`config.mk`:
```
export PLATFORM = sky130hd
export DESIGN_NAME = dmem_refill_rv32
export DESIGN_NICKNAME = d
export VERILOG_FILES = /design/src/rtl/dmem_refill_rv32.sv
export SDC_FILE = /design/constraint.sdc
export NUM_CORES = 1
export LEC_CHECK = 0
export BUFFER_PORTS_ARGS = -buffer_cell sky130_fd_sc_hd__buf_2
export CAP_MARGIN = 20
export CORE_ASPECT_RATIO = 1.2
export CORE_MARGIN = 2
export CORE_UTILIZATION = 48
export CTS_BUF_LIST = sky130_fd_sc_hd__clkbuf_8 sky130_fd_sc_hd__clkbuf_16
export CTS_CLUSTER_SIZE = 24
export DETAILED_ROUTE_END_ITERATION = 7
export PLACE_DENSITY = 0.77
export SYNTH_ARGS = -nofsm -noshare
export SYNTH_HDL_FRONTEND = slang
export SYNTH_SLANG_ARGS = --single-unit
```
`constraint.sdc`:
```
create_clock -name iCLK -period 2.19 [get_ports iCLK]
set_input_delay 0.219 -clock iCLK [delete_from_list [all_inputs] [get_ports iCLK]]
set_output_delay 0.219 -clock iCLK [all_outputs]
set_load 0.02 [all_outputs]
```
`src/rtl/dmem_refill_rv32.sv`:
```
// Data-cache line refill engine for an RV32 core.
// On a miss it optionally writes the dirty victim line back word by word,
// then reads the missing line word by word, both in ascending word order,
// and pulses oFILLDONE for one cycle when the refilled line is complete.
module dmem_refill_rv32 #(
    parameter int LINE_WORDS = 4,
    parameter int OFS        = $clog2(LINE_WORDS) + 2
) (
    input  logic                    iCLK,
    input  logic                    iRST,
    // cache side
    input  logic                    iFILLREQ,
    input  logic [31:0]             iFILLADDR,
    input  logic                    iWBREQ,
    input  logic [31:0]             iWBADDR,
    input  logic [32*LINE_WORDS-1:0] iWBDATA,
    output logic [32*LINE_WORDS-1:0] oFILLDATA,
    output logic                    oFILLDONE,
    output logic                    oBUSY,
    // memory-bus side
    output logic                    oBUSREQ,
    output logic                    oBUSWE,
    output logic [31:0]             oBUSADDR,
    output logic [31:0]             oBUSWDATA,
    input  logic [31:0]             iBUSRDATA,
    input  logic                    iBUSACK
);

    localparam int              CW        = $clog2(LINE_WORDS);
    localparam logic [CW-1:0]   LAST_WORD = CW'(LINE_WORDS - 1);
    // Clears the byte-offset field so a line base is always line aligned.
    localparam logic [31:0]     LINE_MASK = ~((32'd1 << OFS) - 32'd1);

    typedef enum logic [1:0] {
        IDLE,
        WB,
        FILL,
        DONE
    } state_t;

    state_t                    state_q;
    logic [CW-1:0]             cnt_q;
    logic [31:0]               fill_base_q;
    logic [31:0]               wb_base_q;
    logic [32*LINE_WORDS-1:0]  wb_line_q;
    logic [32*LINE_WORDS-1:0]  fill_data_q;
    logic                      bus_req_q;
    // Set at accept time from iWBREQ: the victim still owes a write-back.
    // It is cleared when the write-back finishes, so it doubles as the
    // bus write-enable.
    logic                      bus_we_q;
    logic [31:0]               bus_addr_q;
    logic [31:0]               bus_wdata_q;
    logic                      busy_q;
    logic                      fill_done_q;

    logic [CW-1:0]             cnt_d;
    logic [31:0]               wb_addr_d;
    logic [31:0]               fill_addr_d;
    logic [31:0]               wb_word_d;
    logic                      ack_hit;
    logic                      last_word;

    // Values the bus registers take after an acked word moves the counter on.
    // NOTE: every signal written in always_comb gets a value on every path,
    // otherwise synthesis infers a latch to hold the old value.
    always_comb begin
        cnt_d       = cnt_q + CW'(1);
        wb_addr_d   = wb_base_q + (32'(cnt_d) << 2);
        fill_addr_d = fill_base_q + (32'(cnt_d) << 2);
        wb_word_d   = wb_line_q[32*cnt_d +: 32];
        ack_hit     = bus_req_q & iBUSACK;
        last_word   = (cnt_q == LAST_WORD);
    end

    // Refill FSM with registered bus, status and line outputs.
    // NOTE: sequential state uses non-blocking assignments so every register
    // samples the pre-edge values, independent of statement order.
    always_ff @(posedge iCLK) begin
        if (iRST) begin
            // NOTE: the line registers are reset too, because oFILLDATA is
            // a visible output that must read zero after reset; wb_line_q is
            // cleared only to keep the whole datapath deterministic.
            state_q     <= IDLE;
            cnt_q       <= '0;
            fill_base_q <= '0;
            wb_base_q   <= '0;
            wb_line_q   <= '0;
            fill_data_q <= '0;
            bus_req_q   <= 1'b0;
            bus_we_q    <= 1'b0;
            bus_addr_q  <= '0;
            bus_wdata_q <= '0;
            busy_q      <= 1'b0;
            fill_done_q <= 1'b0;
        end else begin
            case (state_q)
                IDLE: begin
                    fill_done_q <= 1'b0;
                    if (iFILLREQ) begin
                        fill_base_q <= iFILLADDR & LINE_MASK;
                        wb_base_q   <= iWBADDR & LINE_MASK;
                        wb_line_q   <= iWBDATA;
                        cnt_q       <= '0;
                        busy_q      <= 1'b1;
                        bus_req_q   <= 1'b1;
                        bus_we_q    <= iWBREQ;
                        if (iWBREQ) begin
                            state_q     <= WB;
                            bus_addr_q  <= iWBADDR & LINE_MASK;
                            bus_wdata_q <= iWBDATA[31:0];
                        end else begin
                            state_q     <= FILL;
                            bus_addr_q  <= iFILLADDR & LINE_MASK;
                            bus_wdata_q <= '0;
                        end
                    end
                end

                WB: begin
                    // Request stays frozen until the memory acks the word.
                    if (ack_hit) begin
                        if (last_word) begin
                            state_q     <= FILL;
                            cnt_q       <= '0;
                            bus_we_q    <= 1'b0;
                            bus_addr_q  <= fill_base_q;
                            bus_wdata_q <= '0;
                        end else begin
                            cnt_q       <= cnt_d;
                            bus_addr_q  <= wb_addr_d;
                            bus_wdata_q <= wb_word_d;
                        end
                    end
                end

                FILL: begin
                    if (ack_hit) begin
                        fill_data_q[32*cnt_q +: 32] <= iBUSRDATA;
                        if (last_word) begin
                            state_q     <= DONE;
                            cnt_q       <= '0;
                            bus_req_q   <= 1'b0;
                            bus_addr_q  <= '0;
                            fill_done_q <= 1'b1;
                        end else begin
                            cnt_q      <= cnt_d;
                            bus_addr_q <= fill_addr_d;
                        end
                    end
                end

                DONE: begin
                    // Single-cycle completion pulse; the line stays in
                    // fill_data_q until the next FILL overwrites it.
                    state_q     <= IDLE;
                    fill_done_q <= 1'b0;
                    busy_q      <= 1'b0;
                end

                default: begin
                    state_q   <= IDLE;
                    bus_req_q <= 1'b0;
                    busy_q    <= 1'b0;
                end
            endcase
        end
    end

    assign oFILLDATA = fill_data_q;
    assign oFILLDONE = fill_done_q;
    assign oBUSY     = busy_q;
    assign oBUSREQ   = bus_req_q;
    assign oBUSWE    = bus_we_q;
    assign oBUSADDR  = bus_addr_q;
    assign oBUSWDATA = bus_wdata_q;

endmodule

```
# Word level (Yosys, flattened, before mapping)
# Cells that the tools add are included.
# totals
wordCells,83
inputBits,229
regBits,384
# classes
shifts,3
n_reduce_logical,19
n_addsub,4
mux,34
n_eq_ne,10
n_bitwise,1
# ops
cell,count
32-bit two-way mux,10
128-bit bitwise mux,1
32-bit by 34-bit variable shift with 128-bit output (first input constant),1
128-bit by 8-bit indexed part select with 32-bit output,1
32-bit by 34-bit indexed part select with 128-bit output,1
32-bit case mux with 3 select lines,1
32-bit by 4-bit adder with 32-bit output,2
32-bit case mux with 2 select lines,1
7-bit negator with 34-bit output,1
2-bit two-way mux,9
4-bit AND reduction,3
2-bit != test (second input constant),5
2-bit nonzero test,5
3-bit AND reduction,3
1-bit case mux with 2 select lines,4
2-bit case mux with 4 select lines,1
2-bit equality test (second input constant),3
1-bit two-way mux,6
2-bit AND reduction,3
5-bit AND reduction,1
2-bit case mux with 2 select lines,1
2-bit OR reduction,2
3-bit nonzero test,1
2-bit by 1-bit adder with 2-bit output (second input constant),1
other kinds (4),4

# Depth between registers and ports, before layout
# Gate-level depths: netlist (run 1).
# depth
word_depth,5
mapped_depth,10

# Least setup slack after synthesis (run 1)
# Ideal clock, no wire load.
# synth_timing
kind,reg2reg
start,register cnt_q[0]
end,"register bus_wdata_q[30], in the netlist oBUSWDATA[30]"
required_time_ns,2.058
path_buffers,2
stages_incl_launch_ff,8
slack_ns,-0.112
arrival_time_ns,2.171
period_less_slack_ns,2.302
cell_sequence,dfxtp_1 buf_4 inv_1 ha_1 buf_2 mux4_2 a221oi_1 nor3_1
# synth_via
elab_chain_cells,5
# synth_rtl
element,line,text
"start, declared",42,logic [CW-1:0] cnt_q;
"start signal, assigned",130,cnt_q <= cnt_d;
"start signal, assigned",147,cnt_q <= cnt_d;
2-bit by 1-bit adder with 2-bit output,68,cnt_d = cnt_q + CW'(1);
128-bit by 8-bit indexed part select with 32-bit output,71,wb_word_d = wb_line_q[32*cnt_d +: 32];
32-bit two-way mux (*),123,if (last_word) begin
32-bit two-way mux (*),122,if (ack_hit) begin
32-bit case mux with 2 select lines (*),97,case (state_q)
"end signal, assigned",111,bus_wdata_q <= iWBDATA[31:0];
"end signal, assigned",132,bus_wdata_q <= wb_word_d;
"end, declared",53,logic [31:0] bus_wdata_q;
# Mark *: on every way between the ends. The rest lies on a longest branch, timed or not. The select of a mux whose other input is x is not followed.
# A chain may end at the register's enable or synchronous reset.

# Final worst setup path (run 1)
# layout_timing
start,register state_q[0]
end,"register bus_wdata_q[5], in the netlist oBUSWDATA[5]"
# layout_via
elab_chain_cells,3
# layout_rtl
element,line,text
"start, declared",41,state_t state_q;
"start signal, assigned",84,state_q <= IDLE;
"start signal, assigned",109,state_q <= WB;
"start signal, assigned",113,state_q <= FILL;
2-bit by 1-bit equality test with 1-bit output or 2-bit zero test (tied branches),97,
2-bit != test (no source line) or 2-bit nonzero test (tied branches),n/a,
3-bit AND reduction (no source line),n/a,
# Several ways; a longest one is shown, not always the timed one.

==> flow_summary_export.csv, run 1 <==
group,metric,value,unit
synth,ys_top_cells_by_area,"dfxtp_1, nand2_1, a21oi_1",
clocking,clkTransAtPathRegs,70,ps
worst_setup_path,reg2reg_depth,7,
synth,async_reset_ff_share,0,%
min_path,hold_path.startpoint,"iFILLREQ",
power,p_int,0.0153,W
timing,finalCritPeriodShare,95.6,%
clocking,clk_latency,540,ps
cells_and_area,finalNonFillerCells,2864,
clocking,cts_buffers,39,
synth,synth_area,15700,sq um
synth,seq_area_frac_synth,48.8,%
power,p_switching,0.00876,W
synth,synthFlopType,"dfxtp_1",
worst_setup_path,crit_chain,"ha_2 > buf_4 > nor2_1 > a211o_1 > buf_12 > a221oi_1 > nor3_1",
synth,yosys.area.top_type,"dfxtp_1",
detailed_routing,ant_nets,0,
placed_design,placed_cell_area,18200,sq um
clocking,clockBufferDepth,3,
synth,avgSynthCellArea,8.36,sq um
power,peakVddDrop,1.08,mV
detailed_routing,wl_per_cell,19.6,microns
timing,max_freq,0.478,GHz
cells_and_area,seq_area,7650,sq um
global_routing,grt_max_degree,104,
synth,synth_warnings,0,
placed_design,dp_cells,2568,
power,sw_frac_of_total,36.4,%
min_path,min_delay_path_depth,3,
detailed_routing,drtIter0Drc,1534,
worst_setup_path,ff2ff_setup_slack,100,ps
cells_and_area,drive_above_1_share,24.6,%
cells_and_area,fillers,2340,
power,pwr-share-comb,35.9,%
floorplan,die_w,169,microns
timing,min_period,2090,ps
detailed_routing,wirelength,56200,microns
run_status,status,"finished, violations left",
timing,slew_headroom,54.0,%
floorplan,core,32200,sq um
clocking,htreeDepth,2,
global_routing,track_usage,31.7,%
global_routing,grt_pass1_wl,87200,microns
synth,synth_edf_count,0,
synth,synth_top_cell_area_share,48.8,%
job,cap_violations,0,
worst_setup_path,crit_type,"reg2reg",
worst_setup_path,critical_path.max_fanout,33,
run_status,violations,"DRC",
clocking,numClockSinks,382,
detailed_routing,drt_drc_violations_left,2,
detailed_routing,vias,16700,
cells_and_area,design_area,21800,sq um
floorplan,die_y,202,microns
cells_and_area,syn_to_final_growth,39.2,%
worst_setup_path,worst_setup_path_end_kind,"register",
clocking,cts_tree,"yes",
placed_design,dp_hpwl,33200,microns
placed_design,routabilityCongestion,0.870,
worst_setup_path,worst_setup_path_start_kind,"register",
timing,drv_slew,0,
cells_and_area,fin_nets,2662,
worst_setup_path,required,2610,ps
floorplan,die_area,34100,sq um
detailed_routing,dr.pass1.iters,8,
placed_design,portBuffers,414,
min_path,whs_endpoint,"oBUSWE$_SDFFE_PP0P_",
power,p_leak,8.86,nW
power,p_per_area,1100,nW/um^2
cells_and_area,layout_commonest_cell,"nand2_1",
min_path,worstHoldPathType,"in2reg",
timing,final_hold_viol_count,0,
cells_and_area,multi_input_area,7310,sq um
power,pwr-share-clk,28.5,%
power,seq_power_share,35.5,%
timing,fin_worst_skew,22.6,ps
synth,synthCells,1873,
timing,tightest_slew,689,ps
timing,finalSetupViolCount,0,
synth,synth_seq_cells,382,
cells_and_area,mostFrequentLayoutCells,"nand2_1, buf_2, dfxtp_1, a21oi_1, dlygate4sd3_1",
floorplan,start_util,48.7,%
floorplan,ios,425,
worst_setup_path,reg2reg_from,"state_q[0]$_SDFFE_PP0P_",
worst_setup_path,r2r-end,"oBUSWDATA[5]$_SDFFE_PP0P_",
floorplan,rows,72,
synth,ys_types,46,
timing,rsz0062_at_grt,"no",
global_routing,overflow,0,
worst_setup_path,slowest_delay,440,ps
global_routing,antenna_found_initial,11,
worst_setup_path,critPathArrivalTime,2520,ps
timing,final.setup.tns,0,ps
worst_setup_path,crit_path_top_delay_cell,"dfxtp_1",
clocking,cts_root_buf,"clkbuf_16",
global_routing,grt_pass1_vias,16600,
detailed_routing,via_per_inst,5.83,
[flip-flops by register name, summed over array words and instances, names as in the netlist]
name and flops:
oBUSWDATA 32, oBUSADDR 30, oBUSY 1, state_q 2
oFILLDATA 128, cnt_q 2, wb_base_q 28, fill_base_q 28
oFILLDONE 1, wb_line_q 128, oBUSREQ 1, oBUSWE 1
[worst max path at each step]
stage / startpoint / to / depth (start not counted)
CTS: cnt_q[1]$_SDFFE_PP0P_ / oFILLDATA[94]$_SDFFE_PP0P_ / 7
global placement: state_q[0]$_SDFFE_PP0P_ / oBUSWDATA[30]$_SDFFE_PP0P_ / 4
finish: state_q[0]$_SDFFE_PP0P_ / oBUSWDATA[5]$_SDFFE_PP0P_ / 7
detailed placement: state_q[0]$_SDFFE_PP0P_ / oBUSWDATA[30]$_SDFFE_PP0P_ / 4
global route: cnt_q[0]$_SDFFE_PP0P_ / oBUSWDATA[11]$_SDFFE_PP0P_ / 5
floorplan: cnt_q[0]$_SDFFE_PP0P_ / oBUSWDATA[30]$_SDFFE_PP0P_ / 7
[critical path, delay by kind of cell, from the launching register on]
family | cells | cell delay (ps)
AO/OA/AOI/OAI | 2 | 620
adder cells (fa/ha/maj) | 1 | 360
buffers and inverters | 2 | 380
flip-flops | 1 | 440
AND/OR/NAND/NOR | 2 | 170
[layout make-up]
cell class	count	area share, %
tap	407	2.34
sequential	382	35.1
clock buffer	49	5.16
inverter	5	0.0861
multi-input combinational	1309	33.5
timing repair buffer	683	22.8
clock inverter	20	0.936
antenna	9	0.103
[synth_stat cells, types with 8 or more instances]
| library cell | number |
|---|---|
| nor2_1 | 76 |
| nor3_1 | 32 |
| mux2_2 | 28 |
| clkbuf_1 | 98 |
| mux4_2 | 32 |
| a22oi_1 | 60 |
| a221oi_1 | 31 |
| buf_2 | 60 |
| nand2_1 | 498 |
| buf_4 | 8 |
| nand3_1 | 123 |
| dfxtp_1 | 382 |
| a21oi_1 | 312 |
| buf_1 | 10 |
| o211ai_1 | 57 |
| ha_1 | 13 |
[routing by layer]
layer | up-vias | share of wire, % | wire length (microns) | global-route usage, %
li1 | 7600 | - | - | -
met1 | 7840 | 36 | 20500 | 35.6
met2 | 1010 | 48 | 27000 | 54.1
met3 | 254 | 9.2 | 5190 | 7.81
met4 | 4 | 6.2 | 3470 | 19.2
met5 | - | 0.043 | 24 | 0
[kinds of logic (layout without fill, tap and decap cells)]
kind of cell / after synthesis / count (layout) / synth area share, %
other cells: 1 / 11 / 0.0240
compound gates: 475 / 475 / 18.1
mux: 63 / 63 / 6.81
flops: 382 / 382 / 48.8
simple gates: 755 / 756 / 20.0
buf+inv: 184 / 757 / 5.19
fa+ha+maj: 13 / 13 / 1.04
[power by group through the flow]
stage	Combinational (W)	Sequential, W	Clock [W]
after floorplan	0.00479	0.00910	0
after global placement	0.00788	0.00858	0
after detailed placement	0.00804	0.00865	0
after CTS	0.00839	0.00851	0.00693
after global routing	0.00933	0.00865	0.00727
final	0.00865	0.00856	0.00687
[metrics by stage]
| stage | setup slack [ps] | util (%) | hold slack [ps] | total power [W] |
|---|---|---|---|---|
| 2_1_floorplan | -19.5 | - | 355 | 0.0139 |
| 3_3_place_gp | 29.9 | 56.7 | 435 | 0.0165 |
| 3_5_place_dp | -31.0 | 56.7 | 440 | 0.0167 |
| 4_1_cts | 7.47 | 67.6 | 17.2 | 0.0238 |
| 5_1_grt | 13.6 | 67.8 | 48.4 | 0.0252 |
| 6_report | 95.9 | 67.8 | 47.4 | 0.0241 |
[repair_timing]
item,in CTS,in global routing
cloned,0,1
buffers inserted,0,0
hold buffers,217,0
endpoints found under the hold margin,299,0
endpoints found under the setup margin,14,114
gates resized for setup,2,5
No activity file was read; power rests on OpenSTA's default activity.
==> run 2, diff against run 1 <==
==> constraint.sdc (replaced) <==
create_clock -name iCLK -period 2.19 [get_ports iCLK]
set_input_delay 0.219 -clock iCLK [delete_from_list [all_inputs] [get_ports iCLK]]
set_output_delay 0.219 -clock iCLK [all_outputs]
set_load 0.1 [all_outputs]
==> flow_summary_export.csv, run 2 (synthesis gave the netlist of run 1 again) <==
group,metric,value,unit
timing,tightest_slew,574,ps
detailed_routing,ant_nets,0,
global_routing,overflow,0,
cells_and_area,syn_to_final_growth,38.9,%
worst_setup_path,reg2reg_from,"state_q[1]$_SDFFE_PP0P_",
detailed_routing,drtIter0Drc,1581,
global_routing,grt_max_degree,97,
detailed_routing,wl_per_cell,19.6,microns
timing,finalCritPeriodShare,93.9,%
run_status,status,"complete, no violations",
clocking,numClockSinks,382,
timing,min_period,2060,ps
min_path,min_delay_path_depth,3,
timing,final_hold_viol_count,0,
floorplan,rows,72,
min_path,hold_path.startpoint,"iBUSRDATA[1]",
worst_setup_path,worst_setup_path_end_kind,"register",
global_routing,antenna_found_initial,14,
detailed_routing,wirelength,56100,microns
clocking,cts_buffers,39,
detailed_routing,via_per_inst,5.84,
timing,rsz0062_at_grt,"no",
timing,finalSetupViolCount,0,
detailed_routing,drt_drc_violations_left,0,
timing,max_freq,0.486,GHz
clocking,cts_tree,"yes",
timing,final.setup.tns,0,ps
clocking,cts_root_buf,"clkbuf_16",
power,peakVddDrop,1.09,mV
job,cap_violations,0,
floorplan,die_area,34100,sq um
cells_and_area,mostFrequentLayoutCells,"nand2_1, buf_2, dfxtp_1, a21oi_1, dlygate4sd3_1",
placed_design,dp_hpwl,33100,microns
clocking,post_cts_buffers,0,
cells_and_area,drive_above_1_share,24.7,%
global_routing,grt_pass1_vias,16600,
detailed_routing,dr.pass1.iters,6,
worst_setup_path,critPathLaunch,"state_q[1]$_SDFFE_PP0P_",
floorplan,die_w,169,microns
global_routing,track_usage,31.7,%
clocking,clk_latency,550,ps
worst_setup_path,critical_path.max_fanout,32,
clocking,clkTransAtPathRegs,60,ps
timing,fin_worst_skew,26.0,ps
cells_and_area,layout_commonest_cell,"nand2_1",
min_path,worstHoldPathType,"in2reg",
power,p_per_area,1220,nW/um^2
worst_setup_path,worst_setup_path_start_kind,"register",
floorplan,start_util,48.7,%
clocking,htreeDepth,2,
floorplan,ios,425,
timing,slew_headroom,61.7,%
worst_setup_path,reg2reg_depth,6,
placed_design,portBuffers,414,
timing,drv_slew,0,
worst_setup_path,critPathArrivalTime,2520,ps
worst_setup_path,crit_type,"reg2reg",
global_routing,grt_pass1_wl,87500,microns
cells_and_area,fillers,2379,
power,p_total,0.0266,W
floorplan,die_y,202,microns
power,p_leak,8.82,nW
cells_and_area,fin_nets,2656,
floorplan,core,32200,sq um
placed_design,routabilityCongestion,0.893,
detailed_routing,vias,16800,
worst_setup_path,required,2650,ps
clocking,clockBufferDepth,3,
==> run 2: cell types whose count changed in the layout (fill, tap and decap cells not counted), sizes merged <==
cell / before / now
clkinv: 3 / 9
buf: 466 / 463
clkbuf: 49 / 50
inv: 18 / 15
clkinvlp: 0 / 1
dlygate4sd3: 217 / 215
bufinv: 4 / 2
diode: 9 / 16
nor2b: 5 / 4
==> run 2: path summary, 6_finish.rpt <==
check,to,slack [ps]
worst max-delay path,oFILLDATA[70]$_SDFFE_PP0P_,130
worst min-delay path,oFILLDATA[65]$_SDFFE_PP0P_,10
worst max register to register,oFILLDATA[70]$_SDFFE_PP0P_,130
worst min register to register,oFILLDATA[80]$_SDFFE_PP0P_,450
==> run 2: metrics by stage <==
stage / std cells / hold WS (ps) / cell area (sq um) / setup slack (ps) / utilization, %
after floorplan: 1874 / 355 / 15700 / 6.43 / -
after global placement: 2565 / 436 / 18200 / 172 / 56.7
after detailed placement: 2565 / 441 / 18200 / 83.2 / 56.7
after CTS: 2852 / 1.01 / 21700 / 61.6 / 67.5
after global routing: 2866 / 18.4 / 21700 / 5.17 / 67.6
final: 2868 / 14.7 / 21700 / 134 / 67.6
==> run 2: what timing repair did <==
item / 4_1_cts / 5_1_grt
endpoints found under the hold margin: 295 / 0
hold buffers: 215 / 0
setup endpoints to repair: 0 / 40
gates resized for setup: 0 / 3
==> run 2: cell type report <==
cell class / instances / area, sq um / share of cell area (%)
antenna: 16 / 40.0 / 0.184
clock buffer: 50 / 1140 / 5.24
inverter: 5 / 18.8 / 0.0863
multi-input combinational: 1308 / 7280 / 33.5
sequential: 382 / 7650 / 35.2
clock inverter: 22 / 170 / 0.782
timing repair buffer: 678 / 4940 / 22.7
tap: 407 / 509 / 2.34
==> run 2: per-layer routing <==
layer  global-route usage (%)  wire (microns)
met3                     6.79            4950
met1                     36.2           20100
met2                     54.5           27600
met4                     18.8            3450
met5                        0               7
==> run 2: worst max-delay path, stage by stage, from the launching register on <==
cell and delay, ps:
dfxtp_1 420, ha_2 320, and3_1 390, and2_1 190, buf_6 290, nand3_1 150, a21oi_1 200
==> run 2: power by group <==
group	leakage, nW	internal, W	switching [W]
sequential	3.12	0.00797	0.000594
combinational	5.02	0.00322	0.00810
clock	0.684	0.00391	0.00282
total	8.82	0.0151	0.0115
==> run 3, diff against run 2 <==
clock period = 1.83 ns   (was 2.19 ns; I/O delays follow)
==> flow_summary_export.csv, run 3 (synthesis gave the netlist of run 1 again) <==
group,metric,value,unit
detailed_routing,drt_drc_violations_left,0,
clocking,clk_latency,540,ps
detailed_routing,wl_per_cell,23.1,microns
detailed_routing,dr.pass1.iters,6,
cells_and_area,fin_nets,2716,
timing,slew_headroom,58.6,%
timing,setup_slack,-126,ps
worst_setup_path,critical_path.max_fanout,10,
placed_design,dp_cells,2583,
global_routing,grt_pass1_wl,93800,microns
run_status,violations,"setup timing",
floorplan,die_area,34100,sq um
floorplan,die_w,169,microns
floorplan,core,32200,sq um
placed_design,dp_hpwl,34400,microns
clocking,cts_buffers,40,
run_status,status,"finished, violations left",
cells_and_area,design_area,23100,sq um
global_routing,overflow,0,
clocking,numClockSinks,382,
timing,tightest_slew,626,ps
clocking,htreeDepth,2,
global_routing,grt_max_degree,95,
global_routing,antenna_found_initial,10,
clocking,clockBufferDepth,3,
detailed_routing,top_layer,"met5",
detailed_routing,via_per_inst,6.15,
placed_design,place_ws,-256,ps
job,cap_violations,0,
clocking,clkTransAtPathRegs,60,ps
floorplan,rows,72,
worst_setup_path,worst_setup_path_start_kind,"register",
worst_setup_path,critPathLaunch,"cnt_q[0]$_SDFFE_PP0P_",
power,seq_power_share,29.6,%
cells_and_area,syn_to_final_growth,47.4,%
worst_setup_path,ff2ff_setup_slack,-130,ps
worst_setup_path,reg2reg_depth,8,
timing,min_period,1960,ps
detailed_routing,vias,17900,
cells_and_area,finalNonFillerCells,2913,
timing,rsz0062_at_grt,"yes",
clocking,cts_root_buf,"clkbuf_16",
power,pwr-share-clk,22.4,%
floorplan,die_y,202,microns
timing,final_hold_viol_count,0,
global_routing,track_usage,34.9,%
power,p_per_area,1510,nW/um^2
cells_and_area,mostFrequentLayoutCells,"nand2_1, buf_2, dfxtp_1, a21oi_1, dlygate4sd3_1",
power,sw_frac_of_total,43.9,%
worst_setup_path,r2r-end,"oFILLDATA[88]$_SDFFE_PP0P_",
placed_design,placed_cell_area,18600,sq um
detailed_routing,drtIter0Drc,2034,
placed_design,routabilityCongestion,0.913,
detailed_routing,wirelength,67200,microns
worst_setup_path,crit_type,"reg2reg",
clocking,cts_tree,"yes",
global_routing,grt_pass1_vias,17100,
detailed_routing,ant_nets,0,
detailed_routing,route.met2.wl,31500,microns
worst_setup_path,critPathArrivalTime,2410,ps
detailed_routing,drt-met1-wl,23300,microns
timing,max_freq,0.511,GHz
power,peakVddDrop,1.15,mV
placed_design,portBuffers,414,
worst_setup_path,reg2reg_from,"cnt_q[0]$_SDFFE_PP0P_",
worst_setup_path,critPathCapture,"oFILLDATA[88]$_SDFFE_PP0P_",
timing,fin_worst_skew,14.1,ps
timing,whs,13.4,ps
timing,finalSetupViolCount,61,
power,pwr-share-comb,48.0,%
timing,drv_slew,0,
detailed_routing,met3WireLength,7270,microns
timing,finalCritPeriodShare,107,%
worst_setup_path,worst_setup_path_end_kind,"register",
cells_and_area,drive_above_1_share,29.3,%
power,p_leak,9.38,nW
floorplan,start_util,48.7,%
power,p_int,0.0196,W
power,p_switching,0.0153,W
cells_and_area,layout_commonest_cell,"nand2_1",
floorplan,ios,425,
cells_and_area,fillers,2129,
worst_setup_path,required,2290,ps
min_path,worstHoldPathType,"in2reg",
-- run 3: power by group through the flow --
stage                     Clock [W]  Combinational [W]  Sequential, W
after global placement            0             0.0133         0.0103
after global routing        0.00817             0.0174         0.0104
after CTS                   0.00780             0.0148         0.0102
after floorplan                   0            0.00608         0.0142
after detailed placement          0             0.0136         0.0104
final                       0.00782             0.0167         0.0103
-- run 3: metal layers --
metal / GRT usage, % / vias up
met5: 0 / -
met1: 40.2 / 8346
li1: - / 7724
met3: 8.93 / 437
met2: 58.4 / 1406
met4: 20.7 / 2
-- run 3: final cells by class --
cell class                 instances  area (sq um)  share of cell area, %
antenna                            8          20.0                 0.0867
timing repair buffer             737          5970                   25.9
sequential                       382          7660                   33.2
inverter                           5          22.5                 0.0976
multi-input combinational       1308          7680                   33.3
tap                              407           509                   2.21
clock buffer                      47          1110                   4.80
clock inverter                    19           120                  0.520
-- run 3: worst min-delay path by stage --
| stage | to | start | depth (start not counted) | slack [ps] |
|---|---|---|---|---|
| floorplan | wb_line_q[0]$_SDFFE_PP0P_ | iWBDATA[0] | 2 | 320 |
| global placement | wb_line_q[100]$_SDFFE_PP0P_ | iWBDATA[100] | 3 | 430 |
| detailed placement | wb_line_q[82]$_SDFFE_PP0P_ | iWBDATA[82] | 3 | 430 |
| CTS | oFILLDATA[18]$_SDFFE_PP0P_ | iRST | 2 | 0.7 |
| global route | oFILLDATA[19]$_SDFFE_PP0P_ | iRST | 2 | 20 |
| finish | oFILLDATA[18]$_SDFFE_PP0P_ | iRST | 2 | 10 |
-- run 3: timing repair --
action / CTS / global route
gates resized for setup: 26 / 72
hold buffers: 216 / 0
gates cloned: 4 / 18
endpoints found under the setup margin: 121 / 374
endpoints found under the hold margin: 316 / 0
setup buffers: 13 / 9
pin swaps: 5 / 19
-- run 3: critical path: stages, from the launching register on --
cell and delay, ps:
dfxtp_4 360, clkinvlp_4 100, ha_4 300, buf_8 160
nor4b_4 280, buf_4 190, clkbuf_16 150, nand3_1 130
a21oi_2 200
-- run 3: through the flow --
step	TNS, ps	utilization (%)	total power, W
2_1_floorplan	-3690	-	0.0202
3_3_place_gp	-5820	57.7	0.0237
3_5_place_dp	-8940	57.8	0.0240
4_1_cts	-1070	69.4	0.0328
5_1_grt	-7940	71.8	0.0360
6_report	-1880	71.8	0.0349
